## config.mk

```make
export PLATFORM = sky130hd
export DESIGN_NAME = fir_mac_sequencer_flat
export DESIGN_NICKNAME = d
export VERILOG_FILES = /design/src/rtl/fir_mac_sequencer_if.sv /design/src/rtl/fir_mac_sequencer.sv /design/src/flat_wrapper.sv
export SDC_FILE = /design/constraint.sdc
export NUM_CORES = 2
export LEC_CHECK = 0
export ABC_CLOCK_PERIOD_IN_PS = 104000
export CAP_MARGIN = 15
export CORE_ASPECT_RATIO = 0.9
export CORE_UTILIZATION = 65
export DETAILED_ROUTE_END_ITERATION = 16
export GPL_ROUTABILITY_DRIVEN = 0
export PLACE_DENSITY = 0.78
export SKIP_LAST_GASP = 1
export SLEW_MARGIN = 20
export SYNTH_ARGS = -nofsm -noshare
export SYNTH_HDL_FRONTEND = slang
export SYNTH_SLANG_ARGS = --single-unit
```

## constraint.sdc

```tcl
create_clock -name clk -period 104 [get_ports clk]
set_clock_uncertainty 0.15 [all_clocks]
set_input_delay 20.8 -clock clk [delete_from_list [all_inputs] [get_ports clk]]
set_output_delay 20.8 -clock clk [all_outputs]
set_load 0.01 [all_outputs]
```

## src/rtl/fir_mac_sequencer_if.sv

```systemverilog
// Stream, coefficient and status bundle for the folded FIR sequencer.
// master drives samples/coefficients; slave is the sequencer itself.
interface fir_mac_sequencer_if #(
  parameter int DATA_W = 16,
  parameter int NTAPS  = 32,
  parameter int IDX_W  = $clog2(NTAPS)
);
  logic              in_valid;
  logic              in_ready;
  logic [DATA_W-1:0] in_data;
  logic              out_valid;
  logic              out_ready;
  logic [DATA_W-1:0] out_data;
  logic              coef_we;
  logic [IDX_W-1:0]  coef_addr;
  logic [DATA_W-1:0] coef_wdata;
  logic              coef_err;
  logic              hist_clr;
  logic              busy;

  modport master (
    output in_valid, in_data, out_ready,
    output coef_we, coef_addr, coef_wdata, hist_clr,
    input  in_ready, out_valid, out_data, coef_err, busy
  );

  modport slave (
    input  in_valid, in_data, out_ready,
    input  coef_we, coef_addr, coef_wdata, hist_clr,
    output in_ready, out_valid, out_data, coef_err, busy
  );
endinterface

```

## src/rtl/fir_mac_sequencer.sv

```systemverilog
// Folded FIR: one 16x16 MAC swept over NTAPS taps per sample.
// Owns sample ring, coefficient bank and tap-sequencing FSM.
module fir_mac_sequencer #(
  parameter int DATA_W = 16,
  parameter int NTAPS  = 32,
  parameter int IDX_W  = $clog2(NTAPS)
) (
  input logic                clk,
  input logic                reset,
  fir_mac_sequencer_if.slave bus
);

  typedef enum logic [1:0] {
    IDLE,
    MAC,
    OUT
  } state_e;

  state_e            state_q, state_d;
  logic [DATA_W-1:0] hist_q [NTAPS];
  logic [DATA_W-1:0] coef_q [NTAPS];
  logic [DATA_W-1:0] acc_q;
  logic [DATA_W-1:0] out_data_q;
  logic [IDX_W-1:0]  wr_ptr_q;
  logic [IDX_W-1:0]  cur_q;
  logic [IDX_W-1:0]  tap_q;
  logic              coef_err_q;

  logic              accept;
  logic              clr;
  logic              cwr;
  logic              mac;
  logic              last;
  logic [IDX_W-1:0]  rd_idx;
  logic [DATA_W-1:0] prod;

  assign rd_idx = cur_q - tap_q;
  assign prod   = coef_q[tap_q] * hist_q[rd_idx];
  assign last   = (tap_q == IDX_W'(NTAPS - 1));

  assign bus.in_ready  = (state_q == IDLE) && !bus.hist_clr && !reset;
  assign bus.busy      = (state_q != IDLE);
  assign bus.out_valid = (state_q == OUT);
  assign bus.out_data  = out_data_q;
  assign bus.coef_err  = coef_err_q;

  always_comb begin
    state_d = state_q;
    accept  = 1'b0;
    clr     = 1'b0;
    cwr     = 1'b0;
    mac     = 1'b0;
    unique case (state_q)
      IDLE: begin
        cwr    = bus.coef_we;
        clr    = bus.hist_clr;
        accept = bus.in_valid && bus.in_ready;
        if (accept) state_d = MAC;
      end
      MAC: begin
        mac = 1'b1;
        if (last) state_d = OUT;
      end
      OUT: begin
        if (bus.out_ready) state_d = IDLE;
      end
      default: state_d = IDLE;
    endcase
  end

  always_ff @(posedge clk or posedge reset) begin
    if (reset) state_q <= IDLE;
    else       state_q <= state_d;
  end

  always_ff @(posedge clk or posedge reset) begin
    if (reset) begin
      for (int k = 0; k < NTAPS; k++) hist_q[k] <= '0;
      wr_ptr_q <= '0;
    end else if (clr) begin
      for (int k = 0; k < NTAPS; k++) hist_q[k] <= '0;
      wr_ptr_q <= '0;
    end else begin
      if (accept) hist_q[wr_ptr_q] <= bus.in_data;
      if (mac && last) wr_ptr_q <= cur_q + 1'b1;
    end
  end

  // Bank resets to a ramp so the block powers up as the legacy filter.
  always_ff @(posedge clk or posedge reset) begin
    if (reset) begin
      for (int k = 0; k < NTAPS; k++) coef_q[k] <= DATA_W'(k);
      coef_err_q <= 1'b0;
    end else begin
      if (cwr) coef_q[bus.coef_addr] <= bus.coef_wdata;
      coef_err_q <= bus.coef_we && (state_q != IDLE);
    end
  end

  always_ff @(posedge clk or posedge reset) begin
    if (reset) begin
      acc_q      <= '0;
      tap_q      <= '0;
      cur_q      <= '0;
      out_data_q <= '0;
    end else if (accept) begin
      acc_q <= '0;
      tap_q <= '0;
      cur_q <= wr_ptr_q;
    end else if (mac) begin
      acc_q <= acc_q + prod;
      tap_q <= tap_q + 1'b1;
      if (last) out_data_q <= acc_q + prod;
    end
  end

endmodule

```

## src/flat_wrapper.sv

```systemverilog
// flat-port wrapper written by rule: the top's interface ports become plain ports
module fir_mac_sequencer_flat 
#(
  parameter int DATA_W = 16,
  parameter int NTAPS  = 32,
  parameter int IDX_W  = $clog2(NTAPS)
)
  (clk, reset, bus_in_valid, bus_in_data, bus_out_ready, bus_coef_we, bus_coef_addr, bus_coef_wdata, bus_hist_clr, bus_in_ready, bus_out_valid, bus_out_data, bus_coef_err, bus_busy);
  fir_mac_sequencer_if #(.DATA_W(DATA_W), .NTAPS(NTAPS), .IDX_W(IDX_W)) bus_i ();
  input logic clk;
  input logic reset;
  input wire logic [$bits(bus_i.in_valid)-1:0] bus_in_valid;
  input wire logic [$bits(bus_i.in_data)-1:0] bus_in_data;
  input wire logic [$bits(bus_i.out_ready)-1:0] bus_out_ready;
  input wire logic [$bits(bus_i.coef_we)-1:0] bus_coef_we;
  input wire logic [$bits(bus_i.coef_addr)-1:0] bus_coef_addr;
  input wire logic [$bits(bus_i.coef_wdata)-1:0] bus_coef_wdata;
  input wire logic [$bits(bus_i.hist_clr)-1:0] bus_hist_clr;
  output wire logic [$bits(bus_i.in_ready)-1:0] bus_in_ready;
  output wire logic [$bits(bus_i.out_valid)-1:0] bus_out_valid;
  output wire logic [$bits(bus_i.out_data)-1:0] bus_out_data;
  output wire logic [$bits(bus_i.coef_err)-1:0] bus_coef_err;
  output wire logic [$bits(bus_i.busy)-1:0] bus_busy;
  assign bus_i.in_valid = bus_in_valid;
  assign bus_i.in_data = bus_in_data;
  assign bus_i.out_ready = bus_out_ready;
  assign bus_i.coef_we = bus_coef_we;
  assign bus_i.coef_addr = bus_coef_addr;
  assign bus_i.coef_wdata = bus_coef_wdata;
  assign bus_i.hist_clr = bus_hist_clr;
  assign bus_in_ready = bus_i.in_ready;
  assign bus_out_valid = bus_i.out_valid;
  assign bus_out_data = bus_i.out_data;
  assign bus_coef_err = bus_i.coef_err;
  assign bus_busy = bus_i.busy;
  fir_mac_sequencer #(.DATA_W(DATA_W), .NTAPS(NTAPS), .IDX_W(IDX_W)) u_core (.clk(clk), .reset(reset), .bus(bus_i));
endmodule
```

# Word level (Yosys, flattened, before mapping)
# Index checks and enable logic that the tools add are counted.
[totals] register_bits=1074 inputBits=43 out_inout_bits=20 word_cells=137
[op_classes] add_sub_neg=4 mul=1 magnitude_cmp=6 eq_ne=6 mux=28 bitwise=5 n_reduce_logical=16
[op_table] operator="$bwmux W512" n=2
[op_table] operator="$mux W512" n=2
[op_table] operator="$bmux W16 S5" n=2
[op_table] operator="$demux W16 S5" n=2
[op_table] operator="$mux W16" n=8
[op_table] operator="$ge A6 B6 Y1 const B" n=4
[op_table] operator="$not A5 Y6" n=4
[op_table] operator="$mux W5" n=4
[op_table] operator="$add A16 B16 Y16" n=1
[op_table] operator="$mul A16 B16 Y16" n=1
[op_table] operator="$lt A6 B1 Y1 const B" n=2
[op_table] operator="$add A5 B1 Y5 const B" n=2
[op_table] operator="$reduce_bool A2 Y1" n=4
[op_table] operator="$logic_and A1 B1 Y1" n=7
[op_table] operator="$mux W2" n=3
[op_table] operator="$pmux W2 S3" n=1
[op_table] operator="$reduce_and A3 Y1" n=2
[op_table] operator="$eq A5 B5 Y1 const B" n=1
[op_table] operator="$sub A5 B5 Y5" n=1
[op_table] operator="$mux W1" n=4
[op_table] operator="$ne A2 B2 Y1 const B" n=2
[op_table] operator="$eq A2 B1 Y1 const B" n=1
[op_table] operator="$eq A2 B2 Y1 const B" n=1
[op_table] operator="$logic_not A1 Y1" n=2
[op_table] operator="3 further kinds" n=3

# Longest topological paths before layout
[logic_depth] ltp_word=9 mapped_depth=39

# Worst setup path after synthesis
# OpenSTA, ideal clock, no wires.
[synth_path] kind="input to output" start="in reset" end="out bus_in_ready" t_arrival_ps=21179 setup_slack_ps=61871 stages=1 path_buffers=0 cell_sequence="nor3_1"
[synth_between] elab_chain_cells=2
[synth_rtl] item="start: declaration" line_no="flat_wrapper.sv:11" text="input logic reset;"
[synth_rtl] item="$logic_not A1 Y1" line_no="fir_mac_sequencer.sv:41" text="assign bus.in_ready = (state_q == IDLE) && !bus.hist_clr && !reset;"
[synth_rtl] item="$logic_and A1 B1 Y1" line_no="fir_mac_sequencer.sv:41"
[synth_rtl] item="end: declaration" line_no="flat_wrapper.sv:19" text="output wire logic [$bits(bus_i.in_ready)-1:0] bus_in_ready;"
# Every way passes these cells.

# Final worst setup path
# Same ends and word-level chain as after synthesis.

==> metrics.md <==
| Metric | Value |
|---|---|
| Die Ht | `276 microns` |
| Post-DRT Antenna Nets | `0` |
| Fraction of layout cells with a size suffix above 1 | `27.0%` |
| Die area | `roughly 84000 sq um` |
| Max_slew headroom | `19.7%` |
| Leak | `26.2 nW` |
| Core Box Area | `roughly 83000 sq um` |
| Switching power of the nets | `0.000666 W` |
| Clock transition at path regs | `0.06 ns` |
| Worst R2R Setup Slack | `~93 ns` |
| Reg power frac | `30.4%` |
| WHS Endpoint | `u_core.bus.out_data[9]$_DFFE_PP0P_` |
| Vias per inst | `6.46` |
| Clock Path Buffers | `3` |
| Vias | `37200` |
| CTS Sinks | `1074` |
| Clk pwr share | `23.6%` |
| PwrDens | `28.8 nW/um^2` |
| Sequential-to-total area share from yosys stat | `49.8%` |
| Slew @ Worst Pin | `1.20 ns` |
| Req. time, crit path | `83.05 ns` |
| Post-CTS Setup Repair Bufs | `0` |
| Largest stage delay on the critical path | `0.59 ns` |
| R2r startpoint | `u_core.tap_q[0]$_DFFE_PP0P_` |
| Drt first pass iters | `8` |
| # diodes | `0` |
| CP Class | `input pin to primary output` |
| Element type at the critical path start | `input pin` |
| Worst-path maximum fanout | `3` |
| Sw Ratio | `between 30% and 40%` |
| VDD IR max | `0.0000371 V` |
| IO Pins | `63` |
| Status | `completed` |
| Crit path DAT | `22.25 ns` |
| CTS tree | `done` |
| Drt drc | `0` |
| Overflow left after global routing | `0` |
| RSZ-0062 raised after global routing | `no` |
| Area of the multi-input gates | `25100 sq um` |
| Largest net degree at the start of global routing | `between 200 and 250` |
| First-pass GRT wire length | `about 220000 microns` |
| Util after Layout | `between 70% and 80%` |
| Final hold vios | `0` |
| Ys async rst share | `100%` |
| FMAX | `about 23 MHz` |
| Worst skew pair latency | `between 0.7 and 0.8 ns` |
| Tot Pwr | `0.00171 W` |
| Hold Path Cell Cnt | `2` |
| Cell repeated most along the worst path | `clkdlybuf4s50_1` |
| Number of synthesized flops with an enable pin | `0` |
| Slowest cell on crit path | `clkdlybuf4s50_1` |
| Hold slack | `0.322 ns` |
| Area grow syn2layout | `9.29%` |
| Starting density of the core | `65.6%` |
| Die Wd | `306 microns` |
| WL per Instance | `around 24 microns` |
| Fin Setup TNS | `0 ns` |
| Crit end category | `primary output` |
| Port Buf Inserts | `62` |
| Syn Nets | `4877` |
| CTS root buffer | `clkbuf_16` |
| Final Max Slew Viols | `0` |
| Sequential Area | `27000 sq um` |
| Setup Viol. Count Final | `0` |
| Type of the most critical hold path | `flop to flop` |
| Mean Syn Cell Area | `11.6 sq um` |
| Post-Route WL | `between 100000 and 150000 microns` |
| Fin crit period | `around 43 ns` |
| # nets final | `4800` |
| Layout Cells excl Fill | `5766` |
| Vias in the first global route | `37400` |
| Period utilization | `about two fifths` |
| Unique masters post-synth | `50` |
| Max Cap Viol | `0` |
| #FFs+latches synth | `1074` |
| Initial antenna violation count | `2` |
| # placed instances | `about 5600` |
| Comb pwr share | `46.0%` |
| Worst-path cell chain | `clkdlybuf4s50_1 > nor3_1 > clkdlybuf4s50_1` |
| CTS Buf Count | `107` |
| Post-cts sizing count | `0` |
| Initial DRC count | `4330` |
| RR Endpoint | `u_core.bus.out_data[15]$_DFFE_PP0P_` |
| Dpl hpwl | `84700 microns` |
| Fill count | `between 5000 and 6000` |
| Synth warnings | `0` |
| R2r worst-path depth | `26` |
| Post-Synthesis Cells | `between 4000 and 5000` |
| # hold bufs at CTS | `0` |
| Internal power | `0.00104 W` |
| Htree depth | `3` |
| Mapped cell area | `roughly 54000 sq um` |
| Global Route Usage Sum | `33.9%` |
| Main flop type after synthesis | `dfrtp_1` |
| Placement Rows | `100` |
| Hold Startpoint | `u_core.bus.out_data[9]$_DFFE_PP0P_` |
[cell usage in the layout (no fill, tap or decap), types with 5 or more instances in the layout]
cell             count
dfrtp_1            991
nor2b_1              7
nand2b_1            16
mux2_2             523
inv_1              165
nor3_1               5
dfstp_2             80
nor2_1             104
o21ai_0             36
clkbuf_1            23
or2_2               23
nand2_2              6
clkdlybuf4s50_1     51
ha_1                58
and2_1              13
buf_2               11
xnor2_1             34
and3_1               5
bufinv_16            8
clkinv_2            21
nand2_1           1149
nor2_2              15
or3_1                6
clkbuf_16          109
clkbuf_8            27
mux4_2             300
xor2_1               9
fa_1                94
mux2i_1             46
buf_4              100
a21oi_1            522
nand3_1             46
a22oi_1             16
[state kept, by name, indices dropped and copies added, names as in the netlist]
name and count:
u_core.acc_q 16, u_core.bus.coef_err 1, u_core.bus.out_data 16, u_core.coef_q 512, u_core.cur_q 5, u_core.hist_q 512, u_core.state_q 2, u_core.tap_q 5
u_core.wr_ptr_q 5
[cell families (layout without fill, tap and decap cells)]
group	count (synthesis)	in the layout	share of synthesized area (%)
xor+xnor	48	48	0.866
buf+inv	523	538	4.06
mux	874	874	24.4
fa+ha+maj	154	154	4.87
flops	1074	1074	49.8
compound gates	589	589	5.59
simple gates	1418	1418	10.4
[area by class of cell]
| type | instances | area share, % |
|---|---|---|
| Sequential cell | 1074 | 45.6 |
| Timing Repair Buffer | 168 | 2.41 |
| Clock inverter | 42 | 0.873 |
| Inverter | 169 | 1.08 |
| Multi-Input combinational cell | 3083 | 42.4 |
| Clock buffer | 159 | 5.38 |
| Tap cell | 1071 | 2.26 |
[critical path, delay by kind of cell]
kind                   cells  cell delay, ns
buffers and inverters      2            1.11
AND/OR/NAND/NOR            1            0.34
[routing by layer]
layer	GRT usage (%)	wire length, microns	vias to the layer above
met5	0	27	-
met4	11.7	4790	4
met3	6.83	13300	334
met2	50.8	63700	1821
met1	50.1	57300	19200
li1	-	-	15900
[per-stage QoR]
step | cell area [sq um] | setup slack (ns)
finish | 59200 | 60.80
global route | 59200 | 60.77
CTS | 59200 | 60.83
detailed placement | 55500 | 60.83
global placement | 55500 | 60.80
floorplan | 54200 | 52.95
[cell usage after synthesis, types with 2 or more instances]
| master | count | area share [%] |
|---|---|---|
| nand2_1 | 1155 | 8.0 |
| dfrtp_1 | 994 | 46 |
| mux2_2 | 523 | 11 |
| a21oi_1 | 522 | 4.8 |
| mux4_2 | 300 | 12 |
| clkbuf_1 | 292 | 2.0 |
| inv_1 | 167 | 1.2 |
| nor2_1 | 120 | 0.83 |
| fa_1 | 95 | 3.5 |
| dfstp_2 | 80 | 3.9 |
| ha_1 | 59 | 1.4 |
| mux2i_1 | 46 | 0.85 |
| nand3_1 | 46 | 0.42 |
| o21ai_0 | 36 | 0.33 |
| xnor2_1 | 34 | 0.55 |
| or2_2 | 23 | 0.27 |
| buf_4 | 18 | 0.25 |
| buf_6 | 17 | 0.35 |
| a22oi_1 | 16 | 0.22 |
| buf_2 | 16 | 0.15 |
| nand2b_1 | 16 | 0.18 |
| and2_1 | 14 | 0.16 |
| xor2_1 | 10 | 0.16 |
| buf_1 | 9 | 0.062 |
| nor2b_1 | 7 | 0.081 |
| or3_1 | 7 | 0.081 |
| and3_1 | 5 | 0.058 |
| nor3_1 | 5 | 0.046 |
| mux2i_4 | 4 | 0.17 |
| nand3b_1 | 4 | 0.055 |
| nor3b_1 | 4 | 0.055 |
| or3b_2 | 4 | 0.065 |
| and3b_1 | 3 | 0.049 |
| o21bai_1 | 3 | 0.042 |
| o31ai_1 | 3 | 0.042 |
| xnor3_1 | 3 | 0.12 |
| buf_8 | 2 | 0.055 |
| inv_2 | 2 | 0.014 |
| nand4_1 | 2 | 0.023 |
| nor4_1 | 2 | 0.023 |
| o21a_1 | 2 | 0.028 |
| o21ai_1 | 2 | 0.018 |
[worst max path at each step]
stage / start / end / slack [ns] / cells after the start
finish: reset / bus_in_ready / 60.80 / 3
CTS: reset / bus_in_ready / 60.83 / 3
global placement: reset / bus_in_ready / 60.80 / 3
global route: reset / bus_in_ready / 60.77 / 3
detailed placement: reset / bus_in_ready / 60.83 / 3
floorplan: reset / u_core.acc_q[0]$_DFFE_PP0P_ / 52.95 / 1
[power by group through the flow]
stage	clock [W]	combinational, W	sequential [W]
floorplan	0	0.000585	0.000509
global placement	0	0.000748	0.000521
detailed placement	0	0.000774	0.000525
CTS	0.000405	0.000781	0.000518
global route	0.000422	0.000856	0.000525
finish	0.000402	0.000786	0.000519
Note: power is estimated with default switching activity, not from simulation.
